[config.mk]
export PLATFORM = sky130hd
export DESIGN_NAME = cpu_out_uart_tx
export DESIGN_NICKNAME = d
export VERILOG_FILES = /design/src/rtl/cpu_io_pkg.sv /design/src/rtl/cpu_out_uart_tx_byte_fifo.sv /design/src/rtl/cpu_out_uart_tx.sv
export SDC_FILE = /design/constraint.sdc
export NUM_CORES = 1
export LEC_CHECK = 0
export CAP_MARGIN = 20
export CORE_MARGIN = 1
export CORE_UTILIZATION = 50
export DETAILED_ROUTE_END_ITERATION = 8
export PLACE_DENSITY_LB_ADDON = 0.3
export SETUP_SLACK_MARGIN = 0.1
export SYNTH_ARGS = -nofsm -noshare
export SYNTH_HDL_FRONTEND = slang
export SYNTH_SLANG_ARGS = --single-unit
[constraint.sdc]
create_clock -name clkbar -period 2.74 [get_ports clkbar]
set_input_delay 0.411 -clock clkbar [delete_from_list [all_inputs] [get_ports clkbar]]
set_output_delay 0.411 -clock clkbar [all_outputs]
set_load 0.01 [all_outputs]
[src/rtl/cpu_io_pkg.sv]
// Shared definitions for the CPU output-port serial transmitter: FSM state
// encoding and serial frame geometry.
package cpu_io_pkg;

  typedef enum logic [1:0] {
    IDLE  = 2'd0,
    START = 2'd1,
    DATA  = 2'd2,
    STOP  = 2'd3
  } tx_state_t;

  localparam int DATA_BITS  = 8;
  localparam int START_BITS = 1;
  localparam int STOP_BITS  = 1;
  localparam int FRAME_BITS = START_BITS + DATA_BITS + STOP_BITS;

endpackage

[src/rtl/cpu_out_uart_tx_byte_fifo.sv]
// Byte FIFO between the CPU output port and the serialiser. Pushes into a full
// FIFO and pops from an empty FIFO are ignored.
module byte_fifo #(
  parameter int DEPTH = 4
) (
  input  logic                     clk,
  input  logic                     reset,
  input  logic                     push,
  input  logic                     pop,
  input  logic [7:0]               wr_data,
  output logic [7:0]               rd_data,
  output logic                     full,
  output logic                     empty,
  output logic [$clog2(DEPTH):0]   count
);

  localparam int AW = $clog2(DEPTH);
  localparam int CW = AW + 1;

  logic [7:0]    mem [DEPTH];
  logic [AW-1:0] wr_ptr;
  logic [AW-1:0] rd_ptr;
  logic          do_push;
  logic          do_pop;

  assign full    = (count == CW'(DEPTH));
  assign empty   = (count == '0);
  assign do_push = push && !full;
  assign do_pop  = pop && !empty;
  assign rd_data = mem[rd_ptr];

  // Storage carries no reset; occupancy is what defines valid entries.
  always_ff @(posedge clk) begin
    if (!reset && do_push) begin
      mem[wr_ptr] <= wr_data;
    end
  end

  always_ff @(posedge clk) begin
    if (reset) begin
      wr_ptr <= '0;
      rd_ptr <= '0;
      count  <= '0;
    end else begin
      if (do_push) begin
        wr_ptr <= wr_ptr + 1'b1;
      end
      if (do_pop) begin
        rd_ptr <= rd_ptr + 1'b1;
      end
      case ({do_push, do_pop})
        2'b10:   count <= count + 1'b1;
        2'b01:   count <= count - 1'b1;
        default: count <= count;
      endcase
    end
  end

endmodule

[src/rtl/cpu_out_uart_tx.sv]
// Serial transmitter for the CPU output port: buffers written bytes and sends
// them as 8N1 frames, back to back when more data is queued.
module cpu_out_uart_tx
  import cpu_io_pkg::*;
#(
  parameter int CLKS_PER_BIT = 4,
  parameter int FIFO_DEPTH   = 4
) (
  input  logic                          clkbar,
  input  logic                          resetbar,
  input  logic [7:0]                    out_data,
  input  logic                          out_we,
  output logic                          out_ready,
  output logic                          tx,
  output logic                          busy,
  output logic                          overflow,
  output logic [$clog2(FIFO_DEPTH):0]   fifo_count
);

  localparam int          BW        = $clog2(CLKS_PER_BIT);
  localparam logic [BW-1:0] BAUD_LAST = BW'(CLKS_PER_BIT - 1);
  localparam logic [2:0]  LAST_BIT  = 3'(DATA_BITS - 1);

  tx_state_t     state;
  logic [BW-1:0] baud_cnt;
  logic [2:0]    bit_idx;
  logic [7:0]    shifter;
  logic          baud_last;
  logic          fifo_full;
  logic          fifo_empty;
  logic          fifo_pop;
  logic [7:0]    fifo_head;

  assign baud_last = (baud_cnt == BAUD_LAST);

  // The head is consumed either from idle or on the final stop-bit cycle,
  // which is what makes consecutive frames contiguous.
  assign fifo_pop  = !fifo_empty &&
                     ((state == IDLE) || ((state == STOP) && baud_last));

  assign out_ready = !fifo_full;
  assign busy      = !fifo_empty || (state != IDLE);

  byte_fifo #(
    .DEPTH (FIFO_DEPTH)
  ) u_fifo (
    .clk     (clkbar),
    .reset   (resetbar),
    .push    (out_we),
    .pop     (fifo_pop),
    .wr_data (out_data),
    .rd_data (fifo_head),
    .full    (fifo_full),
    .empty   (fifo_empty),
    .count   (fifo_count)
  );

  always_ff @(posedge clkbar) begin
    if (resetbar) begin
      overflow <= 1'b0;
    end else if (out_we && fifo_full) begin
      overflow <= 1'b1;
    end
  end

  // Framing FSM with a registered line driver; the shifter always holds the
  // bit currently on the line in position 0.
  always_ff @(posedge clkbar) begin
    if (resetbar) begin
      state    <= IDLE;
      tx       <= 1'b1;
      baud_cnt <= '0;
      bit_idx  <= '0;
      shifter  <= '0;
    end else begin
      case (state)
        IDLE: begin
          baud_cnt <= '0;
          bit_idx  <= '0;
          if (!fifo_empty) begin
            shifter <= fifo_head;
            tx      <= 1'b0;
            state   <= START;
          end else begin
            tx <= 1'b1;
          end
        end

        START: begin
          if (baud_last) begin
            baud_cnt <= '0;
            bit_idx  <= '0;
            tx       <= shifter[0];
            state    <= DATA;
          end else begin
            baud_cnt <= baud_cnt + 1'b1;
          end
        end

        DATA: begin
          if (baud_last) begin
            baud_cnt <= '0;
            bit_idx  <= bit_idx + 1'b1;
            if (bit_idx == LAST_BIT) begin
              tx    <= 1'b1;
              state <= STOP;
            end else begin
              tx      <= shifter[1];
              shifter <= shifter >> 1;
            end
          end else begin
            baud_cnt <= baud_cnt + 1'b1;
          end
        end

        STOP: begin
          if (baud_last) begin
            baud_cnt <= '0;
            if (!fifo_empty) begin
              shifter <= fifo_head;
              tx      <= 1'b0;
              state   <= START;
            end else begin
              tx    <= 1'b1;
              state <= IDLE;
            end
          end else begin
            baud_cnt <= baud_cnt + 1'b1;
          end
        end

        default: begin
          state    <= IDLE;
          tx       <= 1'b1;
          baud_cnt <= '0;
        end
      endcase
    end
  end

endmodule

==> reports/qor.csv <==
metric,value,unit
Min-Delay Startpoint,baud_cnt[0],
initial core utilization,0.530,
asr flop ratio synth,0,
GR Util All Layers,0.185,
largest cells by area after synthesis,"edfxtp_1 (38%), dfxtp_1 (21%), ha_1 (6.9%)",
CP Capture Type,flop,
CP max stage cell,or3b_2,
R2R Setup Slk,0.32,ns
max-slew violations,0,
Post-synth EDFFs,32,
post-synthesis xor/xnor area fraction,0.0173,
setup TNS,0,ns
I/O pins,18,
crit path max fanout,8,
top-count cell post-synth,edfxtp_1,
switching share of power,0.329,
hold endpoint,baud_cnt[0],
Die Y,73.2,µm
largest net degree at the start of global routing,26,
final setup vio count,0,
clk buf depth,2,
Worst EP arrival,2.69,ns
synth cell count leaders,"edfxtp_1 (32), dfxtp_1 (26), nor2_1 (21), mux2i_1 (15), ha_1 (14)",
Tcrit/Tclk final,0.884,
DR iter-0 viols,90,
Clock Latency Late Sink,0.33,ns
post-synthesis mux area share,0.0681,
dpl ws,0.357,ns
Post-CTS Repair Setup Buffers,0,
"Distinct cells, synth",41,
largest family of logic cells by synthesized area,simple AND/OR/NAND/NOR gates,
CTS tree,done,
drt pass-1 iters,4,
LEAKAGE,1.03,nW
Via density,5.34,
Cells after Synth,206,
R2R depth,8,
Worst Slack Setup Final,0.319,ns
Syn Std Cell Area,0.00253,mm²
CP Launch Type,flop,
Hold Path Stages,1,
worst path cell trace,"or3b_2, nand2_1, ha_1, inv_1, fa_1, xor2_1, or3_1, a21oi_1",
register area,0.00148,mm²
Synth Area in Adders,0.0770,
clock sink total,58,
clock power share,0.284,
RSZ-0062 raised after global routing,false,
synthesized area per cell,12.3,µm²
WL/cell,14.3,µm
"Hold Vio Cnt, Final",0,
clk_skew,0.00730,ns
yosys warns,0,
Simple-Gate Fraction of Synth Area,0.125,
Routed Antenna Nets,0,
Crit path required time,3.01,ns
FP Rows,25,
Seq pwr share,0.387,
CTS HTree Levels,3,
initial antenna violation count,0,
GP Congestion,0.773,
post-CTS resize count,0,
diode count,0,
Num CTS Buffers,9,
WP buf/inv,1,
pwr/cell area,1010,mW/mm²
top-area cell type share of the netlist area,0.379,
post-synth top area cell,edfxtp_1,
HP Class,reg -> reg,
dpl hpwl,2860,µm
DR vias,1598,
max_cap viols,0,
Critical Path Max Stage Delay,0.50,ns
Max IR drop VDD,0.000487,V
area taken by multi-input logic gates,976,µm²
Reg-to-Reg End,u_fifo.count[2],
Pint,2.02,mW
drc violations,0,
compound-gate portion of the synthesized area,0.0972,
GRT overflow,0,
Die ar.,0.00536,mm²
vias in the first global route,1556,
P_sw,994,µW
final core occ,0.622,
reg-to-reg startpoint,u_fifo.count[2],
fill count,387,
drt total wl,4290,µm
Root Buffer,clkbuf_8,
crit-path leading delay family,simple AND/OR/NAND/NOR gates,
Highest Clock Rate,413,MHz
post-synthesis register bit count,58,
global-route wire length before repair,7140,µm
worst slew pin tran,0.842,ns
die width,73.2,µm
post-layout min period,2.42,ns
"Clk pin slew, worst setup/hold paths",0.07,ns
Port Buffers,17,
Mapped Nets,232,
share of total power in combinational logic,0.329,
post-synthesis sequential area ratio,0.584,
# hold bufs at CTS,0,
core area,0.00479,mm²
share of cells above drive strength 1,0.116,
ys flop type,edfxtp_1,
status,finished clean,
Slew headroom,0.438,
area grow syn2layout,17.5,%
Final #Nets,253,
crit path kind,reg -> reg,
[flip-flops by register name, summed over array words and instances (netlist names), 2 cells and up, named ones only]
signal         count
bit_idx            3
u_fifo.wr_ptr      2
u_fifo.mem        32
state              2
baud_cnt           2
u_fifo.count       3
shifter            8
u_fifo.rd_ptr      2
[layout make-up]
| class | count | share of cell area |
|---|---|---|
| inverters | 9 | 0.0113 |
| flip-flops and latches | 58 | 0.497 |
| well taps | 67 | 0.0282 |
| repair buffers | 19 | 0.0622 |
| multi-input cells | 130 | 0.328 |
| clock inverters | 7 | 0.0315 |
| clock buffers | 9 | 0.0416 |
[cells in the final DEF (no fill, tap or decap), types with 2 or more instances in the layout]
| cell | synthesis | layout |
|---|---|---|
| and2_1 | 5 | 5 |
| edfxtp_1 | 32 | 32 |
| nand3_1 | 2 | 2 |
| o22ai_1 | 7 | 7 |
| clkinv_2 | 0 | 2 |
| xnor2_1 | 3 | 3 |
| bufinv_16 | 0 | 2 |
| ha_1 | 14 | 14 |
| nor2_1 | 21 | 21 |
| nor4b_1 | 3 | 3 |
| xor2_1 | 2 | 2 |
| mux2i_1 | 15 | 15 |
| a211oi_1 | 8 | 8 |
| inv_1 | 9 | 9 |
| clkinvlp_4 | 0 | 2 |
| a21oi_1 | 9 | 9 |
| buf_4 | 0 | 2 |
| or3_1 | 2 | 2 |
| clkbuf_8 | 0 | 9 |
| nand2b_1 | 2 | 2 |
| dfxtp_1 | 26 | 26 |
| nor3_1 | 8 | 8 |
| clkdlybuf4s50_1 | 0 | 17 |
| nand4b_1 | 2 | 2 |
| o21ai_0 | 4 | 4 |
| nand2_1 | 6 | 6 |
[how the worst max path moves through the flow]
stage / slack, ns / depth (start not counted) / to / from
6_report: 0.32 / 8 / u_fifo.count[2] / u_fifo.count[2]
5_1_grt: 0.14 / 8 / u_fifo.count[2] / u_fifo.count[2]
4_1_cts: 0.33 / 8 / u_fifo.count[2] / u_fifo.count[2]
3_5_place_dp: 0.36 / 8 / u_fifo.count[2] / u_fifo.count[2]
3_3_place_gp: 0.42 / 8 / u_fifo.count[2] / u_fifo.count[2]
2_1_floorplan: 0.39 / 8 / u_fifo.count[2] / u_fifo.count[2]
[metal layers]
metal | up-vias | global-route usage | share of wire
li1 | 792 | - | -
met3 | 13 | 0.0663 | 0.033
met2 | 30 | 0.281 | 0.46
met5 | - | 0 | 0
met4 | 0 | 0.0980 | 0.025
met1 | 763 | 0.231 | 0.48
[stage by stage]
step           instances  hold slack (ns)  total power [mW]  cell area (µm²)
2_1_floorplan        206            0.405              1.91             2530
3_3_place_gp         283            0.413              2.16             2760
3_5_place_dp         283            0.426              2.18             2760
4_1_cts              299            0.435              3.04             2980
5_1_grt              299            0.448              3.20             2980
6_report             299            0.430              3.02             2980
[logic make-up (layout without fill, tap and decap cells)]
kind of cell	after synthesis	in the layout
AND/OR/NAND/NOR	59	59
adder cells (fa/ha/maj)	15	15
XOR/XNOR	5	5
buffers and inverters	18	44
multiplexers	16	16
AO/OA/AOI/OAI	35	35
flip-flops	58	58
[power groups by stage]
stage | clock (mW) | sequential (mW) | combinational (mW)
after floorplan | 0 | 1.15 | 0.760
after global placement | 0 | 1.18 | 0.982
after detailed placement | 0 | 1.18 | 0.996
after CTS | 0.869 | 1.17 | 0.999
after global routing | 0.904 | 1.19 | 1.11
final | 0.856 | 1.17 | 0.993
[worst register-to-register path, cell delays in order, from the launching register on]
cell and delay (ns):
dfxtp_1 0.45, or3b_2 0.50, nand2_1 0.17, ha_1 0.21
inv_1 0.06, fa_1 0.37, xor2_1 0.16, or3_1 0.30
a21oi_1 0.14
Note: power is estimated with default switching activity, not from simulation.
